File: config.mk
export PLATFORM = sky130hd
export DESIGN_NAME = lowpass_decimate2_pack
export DESIGN_NICKNAME = d
export VERILOG_FILES = /design/src/rtl/lowpass_decimate2_pack.sv
export SDC_FILE = /design/constraint.sdc
export NUM_CORES = 1
export LEC_CHECK = 0
export ABC_AREA = 1
export BUFFER_PORTS_ARGS = -buffer_cell sky130_fd_sc_hd__buf_2
export CAP_MARGIN = 0
export CORE_MARGIN = 2
export CORE_UTILIZATION = 45
export CTS_BUF_LIST = sky130_fd_sc_hd__clkbuf_2
export DETAILED_ROUTE_END_ITERATION = 10
export GPL_ROUTABILITY_DRIVEN = 0
export PLACE_DENSITY = 0.61
export REMOVE_ABC_BUFFERS = 1
export SYNTH_ARGS = -nofsm -noshare
export SYNTH_HDL_FRONTEND = slang
export SYNTH_SLANG_ARGS = --single-unit
File: constraint.sdc
create_clock -name clk_i -period 9.38 [get_ports clk_i]
set_input_delay 1.876 -clock clk_i [delete_from_list [all_inputs] [get_ports clk_i]]
set_output_delay 1.876 -clock clk_i [all_outputs]
set_load 0.01 [all_outputs]
File: src/rtl/lowpass_decimate2_pack.sv
// Decimate-by-2 packer behind the 8-sample/clk lowpass filter.
// Saturates the even samples from 13 to 12 bits, packs two input clocks
// (4 kept samples each) into one 8-sample word and queues it in a small FIFO
// with a registered head, presented as a valid/ready stream.
module lowpass_decimate2_pack #(
  parameter int INBITS     = 13,
  parameter int OUTBITS    = 12,
  parameter int FIFO_DEPTH = 4,
  parameter int CNTBITS    = 16
) (
  input  logic                      clk_i,
  input  logic                      rst_i,
  input  logic [7:0][INBITS-1:0]    dat_i,
  input  logic                      sync_i,
  output logic [7:0][OUTBITS-1:0]   m_tdata,
  output logic                      m_tvalid,
  input  logic                      m_tready,
  output logic                      overflow_o,
  output logic [CNTBITS-1:0]        sat_cnt_o,
  input  logic                      clear_i
);

  localparam int AW = $clog2(FIFO_DEPTH);
  localparam int CW = $clog2(FIFO_DEPTH) + 1;

  function automatic logic [OUTBITS-1:0] sat_sample(input logic signed [INBITS-1:0] d);
    if (d[INBITS-1] == d[INBITS-2]) sat_sample = d[OUTBITS-1:0];
    else if (d[INBITS-1])           sat_sample = {1'b1, {(OUTBITS-1){1'b0}}};
    else                            sat_sample = {1'b0, {(OUTBITS-1){1'b1}}};
  endfunction

  function automatic logic is_clip(input logic signed [INBITS-1:0] d);
    is_clip = d[INBITS-1] ^ d[INBITS-2];
  endfunction

  function automatic logic [CNTBITS-1:0] sat_add(input logic [CNTBITS-1:0] a,
                                                 input logic [2:0]         b);
    logic [CNTBITS:0] s;
    s = {1'b0, a} + {{(CNTBITS-2){1'b0}}, b};
    sat_add = s[CNTBITS] ? {CNTBITS{1'b1}} : s[CNTBITS-1:0];
  endfunction

  // Odd samples are discarded by the decimation.
  logic unused_odd;
  assign unused_odd = ^{dat_i[1], dat_i[3], dat_i[5], dat_i[7]};

  logic [3:0][OUTBITS-1:0] sat_s;
  logic [2:0]              ev_s;
  logic                    ph;
  logic [3:0][OUTBITS-1:0] smp_p0;
  logic                    vld_p0;
  logic                    ph_p0;
  logic [3:0][OUTBITS-1:0] lo_p1;
  logic                    lo_vld_p1;

  // Saturate the kept samples and count clipped ones.
  always_comb begin
    sat_s = '0;
    ev_s  = '0;
    for (int j = 0; j < 4; j++) begin
      sat_s[j] = sat_sample(dat_i[2*j]);
      ev_s     = ev_s + 3'(is_clip(dat_i[2*j]));
    end
  end

  // ---- stage S boundary: saturated samples registered (p0) ----
  // Saturated sample data (no reset needed).
  always_ff @(posedge clk_i) begin
    smp_p0 <= sat_s;
  end

  // Phase counter and pack bookkeeping; sync restarts phase and drops partials.
  always_ff @(posedge clk_i or posedge rst_i) begin
    if (rst_i) begin
      ph        <= 1'b0;
      vld_p0    <= 1'b0;
      ph_p0     <= 1'b0;
      lo_vld_p1 <= 1'b0;
    end else begin
      ph     <= sync_i ? 1'b0 : ~ph;
      vld_p0 <= ~sync_i;
      ph_p0  <= ph;
      if (sync_i)                lo_vld_p1 <= 1'b0;
      else if (vld_p0 && !ph_p0) lo_vld_p1 <= 1'b1;
      else if (vld_p0 && ph_p0)  lo_vld_p1 <= 1'b0;
    end
  end

  // ---- pack boundary: phase-0 half held (p1), word completed on phase 1 ----
  // Capture the phase-0 half of the word.
  always_ff @(posedge clk_i) begin
    if (vld_p0 && !ph_p0) lo_p1 <= smp_p0;
  end

  logic                       push;
  logic [7:0][OUTBITS-1:0]    push_word;
  logic [OUTBITS*8-1:0]       mem [FIFO_DEPTH];
  logic [AW-1:0]              wr_ptr, rd_ptr;
  logic [CW-1:0]              mcnt;
  logic                       pop, load, full, wr_en, drop;

  assign push      = vld_p0 & ph_p0 & lo_vld_p1;
  assign push_word = {smp_p0, lo_p1};
  assign pop       = m_tvalid & m_tready;
  assign load      = (!m_tvalid || pop) && (mcnt != '0);
  // Occupancy counts the head register, so FIFO_DEPTH words fit in total.
  assign full      = (mcnt + CW'(m_tvalid)) == CW'(FIFO_DEPTH);
  assign wr_en     = push && (!full || pop);
  assign drop      = push && full && !pop;

  // ---- FIFO boundary: storage written, head register reloads next edge ----
  // Word storage.
  always_ff @(posedge clk_i) begin
    if (wr_en) mem[wr_ptr] <= push_word;
  end

  // Pointers, occupancy and registered head.
  always_ff @(posedge clk_i or posedge rst_i) begin
    if (rst_i) begin
      wr_ptr   <= '0;
      rd_ptr   <= '0;
      mcnt     <= '0;
      m_tvalid <= 1'b0;
      m_tdata  <= '0;
    end else begin
      if (wr_en) wr_ptr <= wr_ptr + 1'b1;
      if (load) begin
        rd_ptr   <= rd_ptr + 1'b1;
        m_tdata  <= mem[rd_ptr];
        m_tvalid <= 1'b1;
      end else if (pop) begin
        m_tvalid <= 1'b0;
      end
      mcnt <= mcnt + CW'(wr_en) - CW'(load);
    end
  end

  // Sticky drop flag and clamped saturation counter; new events beat clear.
  always_ff @(posedge clk_i or posedge rst_i) begin
    if (rst_i) begin
      overflow_o <= 1'b0;
      sat_cnt_o  <= '0;
    end else begin
      if (clear_i) begin
        overflow_o <= drop;
        sat_cnt_o  <= sat_add('0, ev_s);
      end else begin
        if (drop) overflow_o <= 1'b1;
        sat_cnt_o <= sat_add(sat_cnt_o, ev_s);
      end
    end
  end

endmodule

=== Yosys cells after proc, flatten, opt, wreduce, memory -nomap -nowiden ===
Memories as Yosys holds them, arrays and structs flattened. A register that Yosys moved wholly into a read port is not among the register bits.
Index checks and enable logic that the tools add are counted.
Widths: inputs -> output; s select.

* Flip-flop bits (word level): 125
* Bits in latches: 0
* RAM bits: 384
* Memory bits (read-only): 0
* Output and inout port bits: 114
* Memories kept: 1

* Add/subtract/negate cells: 9
* Multiply operators: 0
* Divide/modulo/power cells: 0
* Order comparisons: 0
* Equal/unequal tests: 5
* Shift operators: 0
* Multiplexer cells: 20
* Bitwise logic cells: 9
* Reduce and logical (&&, ||, !) cells: 16

{| class="wikitable"
|+ Memories
! memory !! depth !! width !! read ports !! clocked after memory_dff !! wr ports !! RTL line !! text
|-
| mem || 4 || 96 || 1 || 1 || 1 || 97 || <nowiki>logic [OUTBITS*8-1:0] mem [FIFO_DEPTH];</nowiki>
|}

{| class="wikitable"
|+ Operator list
! operator !! count
|-
| $mux 12 || 8
|-
| $mux 16 || 2
|-
| $add 16x3->17 || 1
|-
| $mux 1 || 10
|-
| $add 3x1->3 || 3
|-
| $logic_and 1x1->1 || 6
|-
| $reduce_bool 3->1 || 2
|-
| $add 2x1->2 const B || 2
|-
| $eq 1x1->1 || 4
|-
| $logic_not 1->1 || 4
|-
| $reduce_bool 2->1 || 2
|-
| $xor 1x1->1 || 4
|-
| $add 2x1->3 || 1
|-
| $and 1x1->1 || 3
|-
| $eq 3x3->1 const B || 1
|-
| $sub 3x1->3 || 1
|-
| $add 1x1->2 || 1
|-
| $logic_or 1x1->1 || 2
|-
| $not 1->1 || 2
|}

=== Logic depth before layout (Yosys ltp) ===
* Depth in word-level cells: 7
* Gate-level depth with buffers: 19

=== Worst setup path before layout ===
OpenSTA, ideal clock, no wires.

* Path kind: in2reg
* Start: input port m_tready
* End: memory mem[0][0] (netlist bit), enable pin
* Setup time: 0.552 ns
* Arrival time: 6.210 ns
* Data required time: 8.828 ns
* Slack: 2.618 ns
* Stages: 4
* Path buffers: 0
* Cells stage by stage: nand2_1 -> nand4_1 -> nand2_1 -> nor2_1

* Cells in the longest elaborated chain, start to end: 5

{| class="wikitable"
|+ Ends and longest elaborated chain
! element !! RTL line !! text
|-
| start, declared || 17 || <nowiki>input logic m_tready,</nowiki>
|-
| $and 1x1->1 || 104 || <nowiki>assign pop = m_tvalid & m_tready;</nowiki>
|-
| $logic_or 1x1->1 || 108 || <nowiki>assign wr_en = push && (!full || pop);</nowiki>
|-
| $logic_and 1x1->1 || 108 ||
|-
| $mux 1 || 114 || <nowiki>if (wr_en) mem[wr_ptr] <= push_word;</nowiki>
|-
| $mux 1 (implied by the code) || 114 ||
|-
| end, declared || 97 ||
|}

No other way between the ends.

=== Worst setup path after layout ===
* Start: input port dat_i[89] (netlist bit)
* End: register sat_cnt_o[10]

* Cells in the longest elaborated chain, start to end: 5

{| class="wikitable"
|+ Ends and longest elaborated chain
! element !! RTL line !! text
|-
| start, declared || 13 || <nowiki>input logic [7:0][INBITS-1:0] dat_i,</nowiki>
|-
| $xor 1x1->1 || 33 || <nowiki>is_clip = d[INBITS-1] ^ d[INBITS-2];</nowiki>
|-
| $add 3x1->3 || 62 || <nowiki>ev_s = ev_s + 3'(is_clip(dat_i[2*j]));</nowiki>
|-
| $add 16x3->17 || 39 || <nowiki>s = {1'b0, a} + {{(CNTBITS-2){1'b0}}, b};</nowiki>
|-
| $mux 16 || 40 || <nowiki>sat_add = s[CNTBITS] ? {CNTBITS{1'b1}} : s[CNTBITS-1:0];</nowiki>
|-
| $mux 16 || 144 || <nowiki>if (clear_i) begin</nowiki>
|-
| end signal, assigned || 146 || <nowiki>sat_cnt_o <= sat_add('0, ev_s);</nowiki>
|-
| end signal, assigned || 149 || <nowiki>sat_cnt_o <= sat_add(sat_cnt_o, ev_s);</nowiki>
|-
| end, declared || 19 || <nowiki>output logic [CNTBITS-1:0] sat_cnt_o,</nowiki>
|}

No other way between the ends.
A chain may end at the register's enable or synchronous reset.

==> flow_summary.json <==
{
  "mostFrequentLayoutCell": "nor2_1",
  "rsz0062_at_grt": "no",
  "p_int_w": 0.00467,
  "ant_nets": 0,
  "crit_fanout": 15,
  "synth_top_area_share": 0.580,
  "power_frac_clock": 0.253,
  "reg2regPathDepth": 8,
  "avgSynthCellArea_um2": 12.6,
  "wirelength_mm": 49.3,
  "gr-usage-all-layers": 0.197,
  "cts_root_buffer": "clkbuf_2",
  "tns_ps": 0,
  "drc_errors": 0,
  "skew_ps": 66.7,
  "cts_inserted_buffers": 152,
  "worstMarginPinSlew_ps": 1230,
  "cts.sinks": 605,
  "finalInstanceArea_um2": 25300,
  "irDropWorstVdd_mv": 0.176,
  "required_ps": 10580,
  "portBuffers": 170,
  "max_freq_ghz": 0.231,
  "maxSlewViolCount": 0,
  "p_sw_w": 0.00255,
  "layout.nets": 2148,
  "drv_cap": 0,
  "r2r_end": "mem[0][76]",
  "hp-start": "ph",
  "min_period_ps": 4320,
  "core_um2": 49100,
  "hold_depth": 0,
  "drive_gt1_frac": 0.219,
  "core.rowCount": 81,
  "synth_top_cells_by_area": "edfxtp_1 (58%), dfrtp_1 (14%), nor2_1 (8.7%)",
  "place_area_um2": 23800,
  "cts_setup_buffers": 0,
  "final-seq-area_um2": 17100,
  "synth_area_um2": 22400,
  "setup_violations": 0,
  "seq_area_frac_synth": 0.763,
  "endpoint_kind": "register",
  "reg2reg_setup_slack_ps": 5450,
  "drtPass1Iterations": 5,
  "cts.hold.buffers_added": 0,
  "dieArea_um2": 51500,
  "leakage_nw": 9.83,
  "fin_crit_sh": 0.461,
  "die_h_um": 227,
  "grt_pass1_wl_mm": 75.7,
  "antenna_found_initial": 1,
  "cts_tree": "yes",
  "power_density_nw_per_um2": 285,
  "synth_cell_types": 26,
  "slew_headroom": 0.183,
  "ios": 223,
  "cts_max_level": 4,
  "outcome": "completed",
  "initial_utilization": 0.456,
  "clkLatencyLatePin_ps": 1280,
  "grt_pass1_vias": 14000,
  "path_class": "in -> reg",
  "yosys.area.top_type": "edfxtp_1",
  "synthCells": 1770,
  "wl_per_cell_um": 17.6,
  "combPwrFrac": 0.256,
  "r2r_start": "m_tvalid",
  "cts.repair.resized": 0,
  "n_fill_cell": 4382,
  "swShare": 0.353,
  "clk_path_buf_depth": 3,
  "arrival_ps": 5520,
  "fp.dieW_um": 227,
  "final_cell_mix": "nor2_1 (512), edfxtp_1 (432), clkbuf_2 (249), o21ai_0 (195), buf_2 (170)",
  "hpwlAfterDp_mm": 25.4,
  "cp-start-kind": "primary input",
  "multi_input_area_um2": 4740,
  "seqPwrFrac": 0.491,
  "holdPathEnd": "ph_p0",
  "hold_violations": 0,
  "ys_ff_latch": 605,
  "hp-class": "reg -> reg",
  "ys_warn_count": 0,
  "gr-total-overflow": 0,
  "path_clk_slew_ps": 90,
  "vias": 13900,
  "viasPerCell": 4.97,
  "syn_to_final_growth_pct": 13.1,
  "drt-initial-drc-count": 883,
  "grt_max_degree": 196
}
## stage by stage
| step | hold WS [ps] | utilization | total power [W] | setup WS [ps] | instances |
|---|---|---|---|---|---|
| 3_3_place_gp | 364 | 0.486 | 0.00543 | 3790 | 2525 |
| 4_1_cts | 426 | 0.516 | 0.00733 | 5180 | 2801 |
| 2_1_floorplan | 354 | - | 0.00473 | 2620 | 1675 |
| 5_1_grt | 432 | 0.516 | 0.00774 | 4910 | 2802 |
| 6_report | 425 | 0.516 | 0.00722 | 5060 | 2803 |
| 3_5_place_dp | 371 | 0.486 | 0.00549 | 3750 | 2525 |
## logic make-up after synthesis
kind of cell,count (synthesis),synth area share
AOI/OAI and AO/OA,308,0.0751
xor gates and xnor gates,11,0.00431
adders and majority gates,24,0.0144
buffers and inverters,144,0.0270
DFF,605,0.763
and+or+nand+nor,678,0.116
## synthesized netlist by cell type (all sizes together)
master / instances
inv: 48
clkbuf: 45
nand4: 2
dfxtp: 48
o21bai: 1
a31oi: 98
or2: 10
o21ai: 195
xnor2: 2
buf: 50
a21oi: 13
nand3: 18
nor2: 517
and2: 2
nand2: 129
fa: 3
o31ai: 1
edfxtp: 432
xor2: 9
clkinv: 1
dfrtp: 125
ha: 21
## final cells by class
| cell class | count | area share |
|---|---|---|
| repair buffers | 186 | 0.0394 |
| multi-input cells | 1021 | 0.187 |
| clock buffers | 249 | 0.0493 |
| well taps | 664 | 0.0328 |
| clock inverters | 27 | 0.00826 |
| inverters | 49 | 0.00777 |
| flip-flops and latches | 605 | 0.675 |
| diodes | 2 | 0.000198 |
## worst max-delay path by stage
stage                     startpoint             to  slack [ps]  cells past startpoint
after floorplan             m_tready      mem[0][0]        2620                      4
after global placement     dat_i[89]  sat_cnt_o[11]        3790                     16
after detailed placement   dat_i[89]  sat_cnt_o[11]        3750                     16
after CTS                  dat_i[89]  sat_cnt_o[10]        5180                     16
after global routing       dat_i[89]  sat_cnt_o[11]        4910                     16
final                      dat_i[89]  sat_cnt_o[10]        5060                     16
## metal layers
| layer | routed length (um) | up-vias | track usage |
|---|---|---|---|
| met5 | 0 | - | 0 |
| met4 | 781 | 0 | 0.0687 |
| met3 | 3130 | 55 | 0.0684 |
| met2 | 24300 | 346 | 0.326 |
| met1 | 21000 | 6789 | 0.240 |
| li1 | - | 6731 | - |
## flip-flops by register name, summed over array words and instances (netlist names)
register    count
overflow_o      1
wr_ptr          2
mem           384
vld_p0          1
push_word      48
ph              1
lo_p1          48
m_tvalid        1
m_tdata        96
sat_cnt_o      16
mcnt            3
lo_vld_p1       1
ph_p0           1
rd_ptr          2
## power by group through the flow
stage	clock network (W)	logic (W)	registers, W
6_report	0.00183	0.00185	0.00355
2_1_floorplan	0	0.00107	0.00366
3_3_place_gp	0	0.00183	0.00360
5_1_grt	0.00203	0.00211	0.00359
4_1_cts	0.00189	0.00189	0.00355
3_5_place_dp	0	0.00188	0.00361
## critical path, stage by stage
cell     delay [ps]
buf_2            90
inv_1            40
ha_1            630
inv_1           130
fa_1            500
ha_1            330
ha_1            220
inv_1            80
fa_1            400
inv_1            90
nand3_1          60
o21ai_0         100
nand4_1         570
nand3_1         290
nand2_1          70
inv_1            50
Note: power is estimated with default switching activity, not from simulation.
